`config.mk`:
```
export PLATFORM = sky130hd
export DESIGN_NAME = mul_acc
export DESIGN_NICKNAME = d
export VERILOG_FILES = /design/src/rtl/mul_acc.sv
export SDC_FILE = /design/constraint.sdc
export NUM_CORES = 1
export LEC_CHECK = 0
export ABC_CLOCK_PERIOD_IN_PS = 3820
export CORE_UTILIZATION = 49
export DETAILED_ROUTE_END_ITERATION = 12
export DONT_BUFFER_PORTS = 1
export HOLD_SLACK_MARGIN = 0.15
export PLACE_DENSITY_LB_ADDON = 0.08
export SLEW_MARGIN = 20
export SYNTH_ARGS = -nofsm -noshare
export SYNTH_HDL_FRONTEND = slang
export SYNTH_SLANG_ARGS = --single-unit
```
`constraint.sdc`:
```
create_clock -name clk -period 3.82 [get_ports clk]
set_input_delay 0.764 -clock clk [delete_from_list [all_inputs] [get_ports clk]]
set_output_delay 0.764 -clock clk [all_outputs]
set_load 0.005 [all_outputs]
```
`src/rtl/mul_acc.sv`:
```
// Multiply-accumulate back end: folds signed/unsigned multiplier products into a
// wide accumulator and hands the result out on a valid/ready port when flushed.
module mul_acc #(
  parameter int N_BIT = 4,
  parameter int ACC_W = 12,
  parameter int CNT_W = 8,
  parameter int SAT   = 1
) (
  input  logic               clk,
  input  logic               rst,
  input  logic               in_valid,
  output logic               in_ready,
  input  logic [2*N_BIT-1:0] product,
  input  logic               mul_type,
  input  logic [1:0]         op,
  output logic               out_valid,
  input  logic               out_ready,
  output logic [ACC_W-1:0]   out_data,
  output logic               out_ovf,
  output logic [CNT_W-1:0]   out_count,
  output logic [ACC_W-1:0]   acc_q
);

  typedef enum logic {RUN, FLUSH_WAIT} state_t;

  localparam logic [1:0] OP_ACC   = 2'b00;
  localparam logic [1:0] OP_LOAD  = 2'b01;
  localparam logic [1:0] OP_SUB   = 2'b10;
  localparam logic [1:0] OP_FLUSH = 2'b11;

  state_t           state;
  logic             acc_signed;
  logic             ovf;
  logic [CNT_W-1:0] cnt;

  logic [ACC_W-1:0] ext;
  logic [ACC_W-1:0] acc_nxt;
  logic [ACC_W:0]   a_w;
  logic [ACC_W:0]   e_w;
  logic [ACC_W:0]   sum;
  logic             ovf_now;
  logic [CNT_W-1:0] cnt_inc;
  logic             take;

  assign in_ready = (state == RUN) && !rst;
  assign take     = in_valid && in_ready;

  // One extra bit of headroom; its meaning (sign vs carry/borrow) follows acc_signed.
  always_comb begin
    ext     = mul_type ? {{(ACC_W-2*N_BIT){product[2*N_BIT-1]}}, product}
                       : {{(ACC_W-2*N_BIT){1'b0}}, product};
    a_w     = {acc_signed & acc_q[ACC_W-1], acc_q};
    e_w     = {acc_signed & ext[ACC_W-1], ext};
    sum     = (op == OP_SUB) ? (a_w - e_w) : (a_w + e_w);
    ovf_now = acc_signed ? (sum[ACC_W] ^ sum[ACC_W-1]) : sum[ACC_W];
    acc_nxt = sum[ACC_W-1:0];
    if (ovf_now && (SAT != 0)) begin
      if (acc_signed)
        acc_nxt = sum[ACC_W] ? {1'b1, {(ACC_W-1){1'b0}}} : {1'b0, {(ACC_W-1){1'b1}}};
      else
        acc_nxt = (op == OP_SUB) ? '0 : '1;
    end
    cnt_inc = (&cnt) ? cnt : cnt + CNT_W'(1);
  end

  always_ff @(posedge clk or posedge rst) begin
    if (rst) begin
      state      <= RUN;
      acc_q      <= '0;
      acc_signed <= 1'b0;
      ovf        <= 1'b0;
      cnt        <= '0;
      out_valid  <= 1'b0;
      out_data   <= '0;
      out_ovf    <= 1'b0;
      out_count  <= '0;
    end else if (state == RUN) begin
      if (take) begin
        case (op)
          OP_LOAD: begin
            acc_q      <= ext;
            acc_signed <= mul_type;
            ovf        <= 1'b0;
            cnt        <= CNT_W'(1);
          end
          OP_ACC, OP_SUB: begin
            acc_q <= acc_nxt;
            ovf   <= ovf | ovf_now;
            cnt   <= cnt_inc;
          end
          OP_FLUSH: begin
            out_data  <= acc_q;
            out_ovf   <= ovf;
            out_count <= cnt;
            out_valid <= 1'b1;
            acc_q     <= '0;
            ovf       <= 1'b0;
            cnt       <= '0;
            state     <= FLUSH_WAIT;
          end
          default: ;
        endcase
      end
    end else begin
      if (out_valid && out_ready) begin
        out_valid <= 1'b0;
        state     <= RUN;
      end
    end
  end

endmodule

```
Yosys cells after proc, flatten, opt, wreduce, memory -nomap -nowiden
Index checks and enable logic that the tools add are counted.

$add $sub $neg: 3. Eq/ne operators: 5. Mux-type cells: 19. Bitwise logic cells: 5. Reduce and logical (&&, ||, !) cells: 15.

Operators by type and width (count): 2-to-1 mux 12 bit (5); case mux 12 bit (3 select lines) (1); case mux 8 bit (3 select lines) (1); adder 13 bit (1); 2-to-1 mux 13 bit (1); subtractor 13 bit (1); AND reduction 3 bit (4); 2-to-1 mux 1 bit (9); adder 8 x 1 -> 8 bit, second input constant (1); 2-to-1 mux 8 bit (1); AND reduction 8 bit (1); == test 2 bit, second input constant (2); nonzero test 2 bit (2); OR reduction 2 bit (2); logical AND 1 bit (3); bitwise AND 1 bit (2); == test 2 x 1 -> 1 bit, second input constant (1); zero test 2 bit (1); != test 2 x 1 -> 1 bit, second input constant (1); != test 2 bit, second input constant (1); case mux 1 bit (2 select lines) (1); AND reduction 2 bit (1); zero test 1 bit (1); NOT 1 bit (1); other kinds (2) (2).

Bits in registers: 45. Output and inout bits: 35.

Longest topological paths before layout
Gate-level depths: netlist of run 1.

Depth in word-level cells: 8. Mapped depth: 14.

Worst setup path after synthesis of run 1
Ideal clock, no wire load.

Path type: input port to flip-flop. From: input port op[1]. To: register acc_q[10]. Setup time: 0.147 ns. Arrival time: 3.612 ns. Required time: 3.673 ns. Setup slack: 0.061 ns. Stages on the path: 13. Buffers on the path: 2. Cells stage by stage: buf_2 > nor2b_1 > clkbuf_1 > nor2_1 > xnor2_1 > ha_1 > nor2b_4 > o2111a_1 > or4_4 > a41o_4 > xor2_4 > xor2_2 > a311oi_1.

Word-level cells in the longest chain between the ends: 6.

Ends and longest elaborated chain: start, declared (RTL line 15) `input logic [1:0] op,`; == test 2 bit (RTL line 54, 61, 79); 2-to-1 mux 13 bit (RTL line 54) `sum = (op == OP_SUB) ? (a_w - e_w) : (a_w + e_w);`; 2-to-1 mux 12 bit or bitwise XOR 1 bit (tied branches) (RTL line 59, 55); 2-to-1 mux 12 bit or 2-to-1 mux 1 bit (tied branches) (RTL line 58, 55); 2-to-1 mux 12 bit (RTL line 57) `if (ovf_now && (SAT != 0)) begin`; case mux 12 bit (3 select lines) * (RTL line 79) `case (op)`; end signal, assigned (RTL line 81) `acc_q <= ext;`; end signal, assigned (RTL line 87) `acc_q <= acc_nxt;`; end, declared (RTL line 21) `output logic [ACC_W-1:0] acc_q`.

Mark *: on every way between the ends. The rest lies on a longest branch, timed or not. A chain may end at the register's enable or synchronous reset.

Final worst setup path of run 1
From: input port product[5]. To: register acc_q[9].

Word-level cells in the longest chain between the ends: 7.

Ends and longest elaborated chain: start, declared (RTL line 13) `input logic [2*N_BIT-1:0] product,`; 2-to-1 mux 12 bit * (RTL line 50) `ext = mul_type ? {{(ACC_W-2*N_BIT){product[2*N_BIT-1]}}, product}`; adder 13 bit or subtractor 13 bit (tied branches) (RTL line 54); 2-to-1 mux 13 bit * (RTL line 54); 2-to-1 mux 12 bit or bitwise XOR 1 bit (tied branches) (RTL line 59, 55); 2-to-1 mux 12 bit or 2-to-1 mux 1 bit (tied branches) (RTL line 58, 55); 2-to-1 mux 12 bit * (RTL line 57); case mux 12 bit (3 select lines) * (RTL line 79).

Marked as above.

==> summary.md, run 1 <==
The run finished with clean final reports. The tools report the fraction of the yosys area taken by sequential cells as 37.0%. Yosys instantiated no cell more often than sky130_fd_sc_hd__dfrtp_1.

Summing over every cut layer, the via total after detailed routing is 2410. The root buffer cell was sky130_fd_sc_hd__clkbuf_8. The logs give 37.6% for the headroom to the max-slew limit and 0.891 for the global placement routability congestion. Summed over all cells, the static leakage comes to 1.48 nW. The first global-routing pass estimated 11300 um of wire. The run gives 0.477 ns as the smallest hold slack. Measured along the y axis, the die boundary spans 80.9 um. The tools report the total iterations of the first detailed-routing run as 4.

The mean routed wirelength per cell works out to 17.4 um. The max-capacitance violation count is 0. The initial antenna violation count is 0, and the power density over the cells is 811 nW/um^2.

The cell area that synthesis handed to floorplanning was 3050 sq um. The run gives 5 as the total clock buffers created by CTS. For this run, the post-layout net count is 362. The critical path data required time is 4.02 ns. Summed over its instances, the top area cell type makes up 37.0% of the synthesized netlist area. Maximum single-stage delay on the critical path: 0.56 ns. In this run the mean area of a mapped cell was 9.49 sq um. In the final layout, the share of cells above drive strength 1 is 19.2%. By startpoint and endpoint, the worst setup path is classified as in -> reg.

The timing-limited maximum frequency was 284 MHz. The die covers 6540 sq um. The run gives 0 as the yosys synthesis warning count.

In the final timing run, aggregate negative setup slack is 0 ns. Synthesis handed over a netlist of 321 instances. The HPWL after detailed placement was 5560 um. In this design, the largest share of critical-path delay is due to compound AO/OA/AOI/OAI gates.

The run gives 2181 as the via count of the first global-routing pass. In this run the horizontal extent of the chip is 80.9 um. For the final setup violation count, the log shows 0. In this run the tool buffered the top-level ports with 0 buffer cells. The tools report the distinct cell type count of the synthesized netlist as 56. By area the synthesized netlist is led by sky130_fd_sc_hd__dfrtp_1, sky130_fd_sc_hd__mux2_2, sky130_fd_sc_hd__ha_1. The final critical-path required period is 3.52 ns. The largest area contributor in the netlist was sky130_fd_sc_hd__dfrtp_1. Together, buffers and inverters on the worst path number 3. The number of max-slew violations in the final report was 0. Data arrives at the worst endpoint at 3.72 ns.

At the pin with the least slew margin, the transition time is 0.934 ns. The final period utilization is 92.1%. The worst setup path is launched from a primary input. For the final database, setup skew stands at 0.0105 ns. The critical path goes through or4_4 > o21ai_2 > nor2_1 > nor2_1 > ha_1 > a21oi_1 > o21ai_1 > buf_4 > o32ai_1 > nor2_1 > buf_4 > xor2_2 > buf_4 > a311oi_1.

The total number of placement rows is 28. The number of antenna diodes in the final layout is 0. The slowest stage of the critical path is the sky130_fd_sc_hd__or4_4 cell.

TritonCTS built the clock tree. After detailed routing, the number of remaining DRC violations is 0. The H-tree depth is 2. The min-delay analysis places its worst path in the category reg -> reg. Of all nets on the critical path, the largest fanout is 5. Setup repair after global routing left no endpoint under its margin. For this run, the total global-route usage over all layers was measured as 22.8%.

The run gives 46 as the largest net degree at the start of global routing. For this configuration, the core starts out at a cell density of 51.2%. The logs give 0 for the count of final hold-check violations and 0 for the overflow left after global routing. Counting instances in the post-synthesis netlist gives the leading cell types as sky130_fd_sc_hd__dfrtp_1, sky130_fd_sc_hd__nand2_1, sky130_fd_sc_hd__nor2_1, sky130_fd_sc_hd__a21oi_1, sky130_fd_sc_hd__mux2_2. The number of top-level pins was 50. STA classifies the critical path endpoint as a flip-flop. The final layout contains routed wiring with a total length of 7100 um.

From synthesis to final layout, the design area changed by 8.62%. At the later pin of the worst-skew pair, clock insertion delay measures 0.30 ns. The count of flip-flops with a built-in enable after synthesis came out at 0. For the post-route antenna net violation count, the log shows 0.

Counting every net in the synthesized netlist gives 351. The final core utilization is 55.6%, and the async set-reset flop share out of synthesis is 100%. The number of synthesized register bits was 45; the quantity of gates resized following cts was 0. The maximum buffer depth of the clock tree came out at 2. For the clock sink count, the log shows 45. Final total power: 2.68 mW. Across the VDD grid, the largest voltage drop is 459 uV.

The clock input transition at the sequential cells of the worst setup and hold paths is 0.09 ns. In the synthesized netlist the dominant register cell turns out to be sky130_fd_sc_hd__dfrtp_1. The count of buffers added by post-CTS timing repair for setup is 0. In this run, post-CTS hold repair placed 0 buffers. The average via count per standard cell was 5.91; the core area was 5960 sq um. For this block, the initial DRC count from the detailed router was 119.
[worst reg2reg max path, stage by stage (launching register included)]
cell	delay, ns
sky130_fd_sc_hd__dfrtp_1	0.40
sky130_fd_sc_hd__inv_1	0.13
sky130_fd_sc_hd__ha_1	0.21
sky130_fd_sc_hd__fa_1	0.25
sky130_fd_sc_hd__nor2b_4	0.06
sky130_fd_sc_hd__o2111a_1	0.25
sky130_fd_sc_hd__or4_4	0.51
sky130_fd_sc_hd__a41o_4	0.30
sky130_fd_sc_hd__xor2_4	0.18
sky130_fd_sc_hd__xor2_2	0.19
sky130_fd_sc_hd__buf_4	0.16
sky130_fd_sc_hd__a311oi_1	0.23
[per-stage QoR]
step,setup WS [ns],cell area (sq um),cells
2_1_floorplan,0.0613,3050,321
3_3_place_gp,0.00930,3210,400
3_5_place_dp,-0.00239,3210,400
4_1_cts,0.308,3310,408
5_1_grt,0.118,3310,408
6_report,0.304,3310,408
[area by class of cell]
type | count | area, sq um
fillers | 545 | 2650
multi-input cells | 255 | 1840
flip-flops and latches | 45 | 1130
repair buffers | 15 | 113
well taps | 75 | 93.8
clock buffers | 6 | 82.6
inverters | 10 | 37.5
clock inverters | 2 | 16.3
[placed cells by master (no fill, tap or decap), drive strengths merged, types with 5 or more instances in the layout]
cell,count
dfrtp,45
nand2,33
nor2,32
a21oi,21
mux2,20
o21ai,20
buf,15
ha,14
xor2,12
xnor2,11
inv,11
nand3,8
nor2b,7
and2,7
clkbuf,6
nand2b,6
a21o,5
nor3,5
a311oi,5
[where the power goes]
| group | switching, mW | total (mW) | internal [mW] | leakage (nW) |
|---|---|---|---|---|
| sequential | 0.219 | 0.882 | 0.664 | 0.568 |
| combinational | 0.772 | 1.49 | 0.713 | 0.860 |
| clock | 0.166 | 0.315 | 0.149 | 0.0478 |
| total | 1.16 | 2.68 | 1.53 | 1.48 |
[registers in the layout, indices dropped and copies added, names as in the netlist]
name / flops
acc_q: 12
out_data: 12
cnt: 8
out_count: 8
acc_signed: 1
out_ovf: 1
out_valid: 1
ovf: 1
state: 1
[cells by family (layout without fill, tap and decap cells)]
group | Yosys count | after routing | share of synthesized area [%]
buf+inv | 21 | 33 | 2.63
fa+ha+maj | 15 | 15 | 6.41
compound gates | 80 | 80 | 19.1
mux | 24 | 24 | 8.71
simple gates | 113 | 113 | 18.7
flops | 45 | 45 | 37.0
xor+xnor | 23 | 23 | 7.47
[worst paths after layout]
kind | from | to | slack, ns | cells after the start
max reg2reg | acc_q[0]$_DFFE_PP0P_ | acc_q[9]$_DFFE_PP0P_ | 0.87 | 11
max in group asynchronous | rst | acc_q[1]$_DFFE_PP0P_ | 2.70 | 1
min | state$_DFF_PP0_ | out_valid$_DFFE_PP0P_ | 0.48 | 1
min in group asynchronous | rst | acc_q[10]$_DFFE_PP0P_ | 0.55 | 1
max | product[5] | acc_q[9]$_DFFE_PP0P_ | 0.30 | 14
min reg2reg | state$_DFF_PP0_ | out_valid$_DFFE_PP0P_ | 0.48 | 1
[per-layer routing]
layer  routed length (um)  vias up  track usage (%)  share of wire (%)
met5                    0        -                0                  0
met4                   78        0             5.89                1.1
met3                  272        4             3.71                3.8
met2                 3260       52             35.2                 46
met1                 3490     1177             32.8                 49
li1                     -     1177                -                  -
Note: power is estimated with default switching activity, not from simulation.
==> run 2: changes to the inputs <==
--- a/config.mk
+++ b/config.mk
@@ -6,6 +6,7 @@
 export NUM_CORES = 1
 export LEC_CHECK = 0
 export ABC_CLOCK_PERIOD_IN_PS = 3820
+export CORE_ASPECT_RATIO = 1.25
 export CORE_UTILIZATION = 49
 export DETAILED_ROUTE_END_ITERATION = 12
 export DONT_BUFFER_PORTS = 1
==> summary.md, run 2 (same netlist as run 1, synthesis figures left out) <==
Leaving out fill and tap cells, the most frequent cells in the layout are sky130_fd_sc_hd__dfrtp_1, sky130_fd_sc_hd__nand2_1, sky130_fd_sc_hd__nor2_1. The routed wire length was 6910 um (-2.8%); the clock input transition at the sequential cells of the worst setup and hold paths was 0.07 ns (-0.02 ns). The worst setup slack after placement came out at 0.0393 ns (+0.0417 ns).

Final setup TNS: 0 ns (unchanged). The logs give 0 (unchanged) for the post-route antenna net violation count and 0 (unchanged) for the post-detailed-route DRC marker count. The leakage power of the design is 1.48 nW (+0.41%), and the initial standard-cell utilization of the core is 51.7% (+0.52 points). The initial antenna violation count came out at 0 (unchanged). The die outline height came out at 90.2 um (+12%).

For the max-capacitance violation count, the log shows 0 (unchanged). The class of the most critical setup path is in -> reg. The average via count per standard cell is 5.75 (-2.7%).

TritonCTS built the clock tree. The clock latency on the worst-skew pair was 0.29 ns (about the same). The first-pass GRT wire length is 11400 um (+0.80%).

For the number of placed instances with taps included, the log shows 409 (+2.3%). The run gives 46 (unchanged) as the largest net degree at the start of global routing. Commonest non-fill, non-tap cell in the layout: sky130_fd_sc_hd__dfrtp_1.

Maximum single-stage delay on the critical path: 0.51 ns (-0.05 ns). The x dimension of the die was 72.5 um (-10%). The biggest fanout along the worst timing path was 9 (+4); the layout-stage area growth over the synthesis result was 8.99%. The quantity of hold-fixing buffers added after cts was 0 (unchanged); the timing-limited maximum frequency was 289 MHz (+1.7%). The final setup violation count came out at 0 (unchanged).

The overflow left after global routing is 0 (unchanged), and the core area is 5900 sq um (-1.0%). The critical path data required time is 3.98 ns (-0.04 ns), and the final total power is 2.65 mW (-1.2%). The run gives 2391 (-0.79%) as the overall via count from detail_route. Category of the worst setup path launch point: a primary input.

Slew at the pin closest to its max-slew limit: 0.901 ns (-0.0326 ns). The mean routed wirelength per cell works out to 16.6 um (-4.6%). The final period utilization was 90.6% (-1.5 points); the number of max-slew violations in the final report was 0 (unchanged). The path class of the tightest hold or removal check is reg -> reg.

The smallest hold slack was 0.465 ns (-0.0117 ns); the HPWL after detailed placement was 5540 um (-0.35%). The logs give 5 (unchanged) for the total clock buffers created by CTS and 45 (unchanged) for the clock sink count. The H-tree depth came out at 2 (unchanged). The cell at the slowest stage of the critical path was sky130_fd_sc_hd__or4_4.

The tools report the slack of the critical path as 0.361 ns (+0.0572 ns). The total non-filler cell area in the finished layout was 3320 sq um (+0.34%); the peak supply drop was 381 uV (-17%). The run gives 2313 (+6.1%) as the via count of the first global-routing pass. The final core utilization came out at 56.3% (+0.76 points).

The share of cells above drive strength 1 came out at 19.2% (-0.058 points). For the total number of placement rows, the log shows 31 (+11%). The total iterations of the first detailed-routing run is 4 (unchanged), and the overall global routing resource usage is 22.3% (-0.43 points). Walking the worst path, the cells encountered are nor2b_1 > nor2_1 > xnor2_1 > ha_1 > nor2b_4 > o2111a_1 > or4_4 > a41o_4 > xor2_4 > buf_4 > mux2i_1 > a311oi_2. Number of DRC markers in iteration 0: 82 (-31%). The headroom to the max-slew limit was 39.8% (+2.2 points); the count of buffers added by post-CTS timing repair for setup was 0 (unchanged). The run gives 3230 sq um (+0.74%) as the area of placed instances.

The tools report the count of final hold-check violations as 0 (unchanged). The power density over the cells came out at 798 nW/um^2 (-1.6%). The critical path endpoint category was a flip-flop. The worst clock skew on the final layout is 0.00696 ns (-0.00350 ns), and the net count of the finished layout is 364 (+0.55%).

The cell sitting at the root of the clock tree is a sky130_fd_sc_hd__clkbuf_8. The run gives 50 (unchanged) as the number of top-level pins. Count of inserted antenna diode cells: 0 (unchanged). The maximum buffer depth of the clock tree is 2 (unchanged). The tools report the die footprint as 6540 sq um (about the same).

The largest registers in the layout are acc_q: 12 flops, out_data: 12 flops. The number of buffer cells added on primary ports is 0 (unchanged). The run finished with clean final reports. Quantity of gates resized following cts: 0 (unchanged).

The arrival time reported for the critical path endpoint is 3.62 ns (-0.10 ns), and the global placement routability congestion is 0.864 (-3.0%). Setup repair after global routing left no endpoint under its margin. The non-filler instance count after layout is 416 (+2.0%). The final critical-path required period was 3.46 ns (-0.0572 ns).
## run 2: layout make-up
class / count / area, sq um
inverter: 10 / 37.5
clock buffer: 7 / 86.3
timing repair buffer: 17 / 128
multi-input combinational: 255 / 1840
sequential: 45 / 1130
fill: 568 / 2570
tap: 82 / 103
## run 2: worst paths after layout
check                                     start                       to  slack [ns]  depth (start not counted)
setup / recovery                          op[1]     acc_q[3]$_DFFE_PP0P_        0.36                         12
hold / removal                  state$_DFF_PP0_    out_valid$_DFFE_PP0P_        0.47                          1
setup reg to reg           acc_q[0]$_DFFE_PP0P_     acc_q[3]$_DFFE_PP0P_        0.78                         11
hold reg to reg                 state$_DFF_PP0_    out_valid$_DFFE_PP0P_        0.47                          1
max in group asynchronous                   rst  out_data[9]$_DFFE_PP0P_        2.72                          1
min in group asynchronous                   rst   acc_signed$_DFFE_PP0P_        0.55                          1
## run 2: power breakdown
| part | total [mW] | internal [mW] | switching [mW] |
|---|---|---|---|
| combinational | 1.48 | 0.725 | 0.754 |
| clock | 0.284 | 0.143 | 0.141 |
| sequential | 0.887 | 0.664 | 0.223 |
| total | 2.65 | 1.53 | 1.12 |
## run 2: routing by layer
metal / global-route usage (%) / vias to the layer above / wire, um
li1: - / 1166 / -
met1: 29.7 / 1175 / 3100
met2: 37.5 / 45 / 3490
met3: 3.48 / 5 / 244
met4: 5.39 / 0 / 72
met5: 0 / - / 0
## run 2: critical path: cells and delay by family
family,cells,cell delay (ns)
xor gates and xnor gates,2,0.45
buffers and inverters,1,0.19
AOI/OAI and AO/OA,3,0.64
adders and majority gates,1,0.29
and+or+nand+nor,4,1.05
muxes,1,0.22
==> run 3: changes to the inputs <==
--- a/config.mk
+++ b/config.mk
@@ -12,6 +12,7 @@
 export DONT_BUFFER_PORTS = 1
 export HOLD_SLACK_MARGIN = 0.15
 export PLACE_DENSITY_LB_ADDON = 0.08
+export RECOVER_POWER = 100
 export SLEW_MARGIN = 20
 export SYNTH_ARGS = -nofsm -noshare
 export SYNTH_HDL_FRONTEND = slang
==> summary.md, run 3 (same netlist as run 1, synthesis figures left out) <==
The run finished, with violations left. The final reports fail on capacitance limit, slew limit. The H-tree depth was 2 (unchanged); the setup slack of the worst register-to-register path was 0.76 ns (-0.02 ns). The core area came out at 5900 sq um (unchanged). The portion of total power attributed to the clock network was 10.8% (about the same). STA classifies the critical path endpoint as a flip-flop.

The number of DRC markers in iteration 0 was 85 (+3.7%); the die outline height was 90.2 um (unchanged). From synthesis to final layout, the design area changed by 8.42%. The number of buffer cells added on primary ports was 0 (unchanged). The leakage power of the design came out at 1.47 nW (-0.82%). Setup repair after global routing left no endpoint under its margin. The root buffer cell is sky130_fd_sc_hd__clkbuf_8. Number of buffer and inverter instances along the worst setup path: 1 (unchanged). The run gives 56.0% (-0.30 points) as the final core utilization. For the worst clock skew on the final layout, the log shows 0.00664 ns (-0.000327 ns).

Smallest hold slack: 0.466 ns (+0.000582 ns). The number of cells traversed by the worst register-to-register path is 11 (unchanged). TritonCTS built the clock tree. The x dimension of the die is 72.5 um (unchanged). The arrival time reported for the critical path endpoint was 3.59 ns (-0.03 ns). The run gives 46 (unchanged) as the largest net degree at the start of global routing.

The tools report the total iterations of the first detailed-routing run as 4 (unchanged). Overflow left after global routing: 0 (unchanged). The worst setup slack after placement is 0.0393 ns (unchanged), and the peak supply drop is 386 uV (+1.3%).

Quantity of gates resized following cts: 0 (unchanged). The overall via count from detail_route was 2381 (-0.42%). Leaving out fill and tap cells, the most frequent cell in the layout is sky130_fd_sc_hd__dfrtp_1. The mean routed wirelength per cell was 16.6 um (+0.19%). The HPWL after detailed placement was 5540 um (unchanged). The average via count per standard cell came out at 5.72 (-0.42%). Clock input transition at the sequential cells of the worst setup and hold paths: 0.07 ns (about the same). The run gives 33.9% (+0.4 points) as the part of the power in registers. Category of the worst setup path launch point: a primary input. The logs give 31 (unchanged) for the total number of placement rows and 1 (+1) for the max-capacitance violation count.

The clock sink count is 45 (unchanged), and the first-pass GRT wire length is 11400 um (unchanged). The count of final hold-check violations was 0 (unchanged); the number of cells on the worst hold path was 1 (unchanged). The tools report the number of top-level pins as 50 (unchanged). The maximum buffer depth of the clock tree is 2 (unchanged).

The largest registers in the layout are acc_q: 12 flops, out_data: 12 flops. The die footprint came out at 6540 sq um (unchanged). For the number of max-slew violations in the final report, the log shows 46 (+46).

The share of cells above drive strength 1 works out to 17.4% (-1.8 points). The worst setup path is of the in -> reg kind. The count of buffers added by post-CTS timing repair for setup was 0 (unchanged). In this design, the largest share of critical-path delay is due to compound AO/OA/AOI/OAI gates. The logs give 3.94 ns (-0.04 ns) for the critical path data required time and 1.11 mW (-0.24%) for the switching component of the power.

The tools report the power share of the combinational group as 55.3% (-0.5 points). The slack of the critical path was 0.346 ns (-0.0151 ns); the slew at the pin closest to its max-slew limit was 1.61 ns (+0.708 ns). The global placement routability congestion is 0.864 (unchanged), and the via count of the first global-routing pass is 2313 (unchanged).

The tightest min-delay check is of the reg -> reg type. The final setup violation count was 0 (unchanged). The final critical-path required period is 3.47 ns (+0.0151 ns). The switching part of the total power was 42.5% (+0.35 points). The signal on the critical path passes through or4_4 > o21ai_2 > nor2_1 > nor2_1 > ha_1 > a21oi_1 > o21ai_1 > buf_4 > a221o_1 > nor2_1 > a31o_1 > a311oi_1. The cell at the slowest stage of the critical path was sky130_fd_sc_hd__or4_4.

For the initial standard-cell utilization of the core, the log shows 51.7% (unchanged). The total clock buffers created by CTS was 5 (unchanged); the count of inserted antenna diode cells was 0 (unchanged). The net count of the finished layout was 364 (unchanged).

Internal cell power: 1.51 mW (-1.7%). The biggest fanout along the worst timing path is 5 (-4). The tools report the clock latency on the worst-skew pair as 0.29 ns (about the same).

The tools report the initial antenna violation count as 0 (unchanged). For hold timing, the worst endpoint is out_valid$_DFFE_PP0P_. The timing-limited maximum frequency was 288 MHz (-0.43%). The post-route antenna net violation count is 0 (unchanged), and the final period utilization is 91.0% (+0.39 points). The headroom to the max-slew limit is -7.39% (-47 points), and the layout filler cell count is 573 (+0.88%). The run gives 0 (unchanged) as the quantity of hold-fixing buffers added after cts. The maximum single-stage delay on the critical path is 0.57 ns (+0.06 ns). The logs give 0 (unchanged) for the post-detailed-route DRC marker count and 6920 um (+0.19%) for the routed wire length. For the overall global routing resource usage, the log shows 22.3% (unchanged). Cell repeated most along the worst path: sky130_fd_sc_hd__nor2_1.

In this run the critical register-to-register path is captured at acc_q[3]$_DFFE_PP0P_. The startpoint of the worst register-to-register path is acc_q[0]$_DFFE_PP0P_. The run gives 0 ns (unchanged) as the final setup TNS. In the layout the commonest cells are sky130_fd_sc_hd__dfrtp_1, sky130_fd_sc_hd__nand2_1, sky130_fd_sc_hd__nor2_1. The tools report the hold path startpoint as state$_DFF_PP0_. The power density over the cells works out to 794 nW/um^2 (-0.53%).
[run 3: worst max-delay path by stage]
stage | from | end | slack (ns) | cells past startpoint
6_report | product[5] | acc_q[3]$_DFFE_PP0P_ | 0.35 | 12
2_1_floorplan | op[1] | acc_q[10]$_DFFE_PP0P_ | 0.06 | 13
3_3_place_gp | op[1] | acc_q[3]$_DFFE_PP0P_ | 0.08 | 12
3_5_place_dp | op[1] | acc_q[3]$_DFFE_PP0P_ | 0.04 | 12
4_1_cts | op[1] | acc_q[3]$_DFFE_PP0P_ | 0.34 | 12
5_1_grt | product[5] | acc_q[3]$_DFFE_PP0P_ | 0.15 | 12
[run 3: layout make-up]
type / count / area [sq um] / area share (%)
repair buffers: 17 / 116 / 3.52
flip-flops and latches: 45 / 1130 / 34.1
multi-input cells: 255 / 1830 / 55.5
inverters: 10 / 37.5 / 1.14
clock buffers: 7 / 86.3 / 2.61
well taps: 82 / 103 / 3.11
[run 3: power groups by stage]
stage               registers, mW  clock network, mW  logic [mW]
floorplan                   0.800                  0        1.10
detailed placement          0.902                  0        1.48
global route                0.916              0.315        1.61
global placement            0.895                  0        1.47
CTS                         0.894              0.293        1.48
finish                      0.887              0.284        1.45
[run 3: stage by stage]
stage | std cells | total power [mW] | instance area (sq um)
after detailed placement | 409 | 2.38 | 3230
after floorplan | 321 | 1.90 | 3050
after global routing | 416 | 2.84 | 3300
after global placement | 409 | 2.36 | 3230
after CTS | 416 | 2.67 | 3320
final | 416 | 2.62 | 3300
[run 3: layer usage]
layer  routed length [um]  vias up  GRT usage, %
li1                     -     1168             -
met1                 3140     1165          29.7
met2                 3490       43          37.5
met3                  229        5          3.48
met4                   66        0          5.39
met5                    0        -             0
[run 3: worst register-to-register path, cell delays in order, from the launching register on]
cell	delay (ns)
sky130_fd_sc_hd__dfrtp_1	0.41
sky130_fd_sc_hd__inv_1	0.13
sky130_fd_sc_hd__ha_1	0.23
sky130_fd_sc_hd__fa_1	0.25
sky130_fd_sc_hd__nor2b_4	0.06
sky130_fd_sc_hd__o2111a_1	0.27
sky130_fd_sc_hd__or4_4	0.51
sky130_fd_sc_hd__a41o_4	0.30
sky130_fd_sc_hd__xor2_4	0.28
sky130_fd_sc_hd__buf_4	0.20
sky130_fd_sc_hd__mux2i_1	0.19
sky130_fd_sc_hd__a311oi_1	0.07
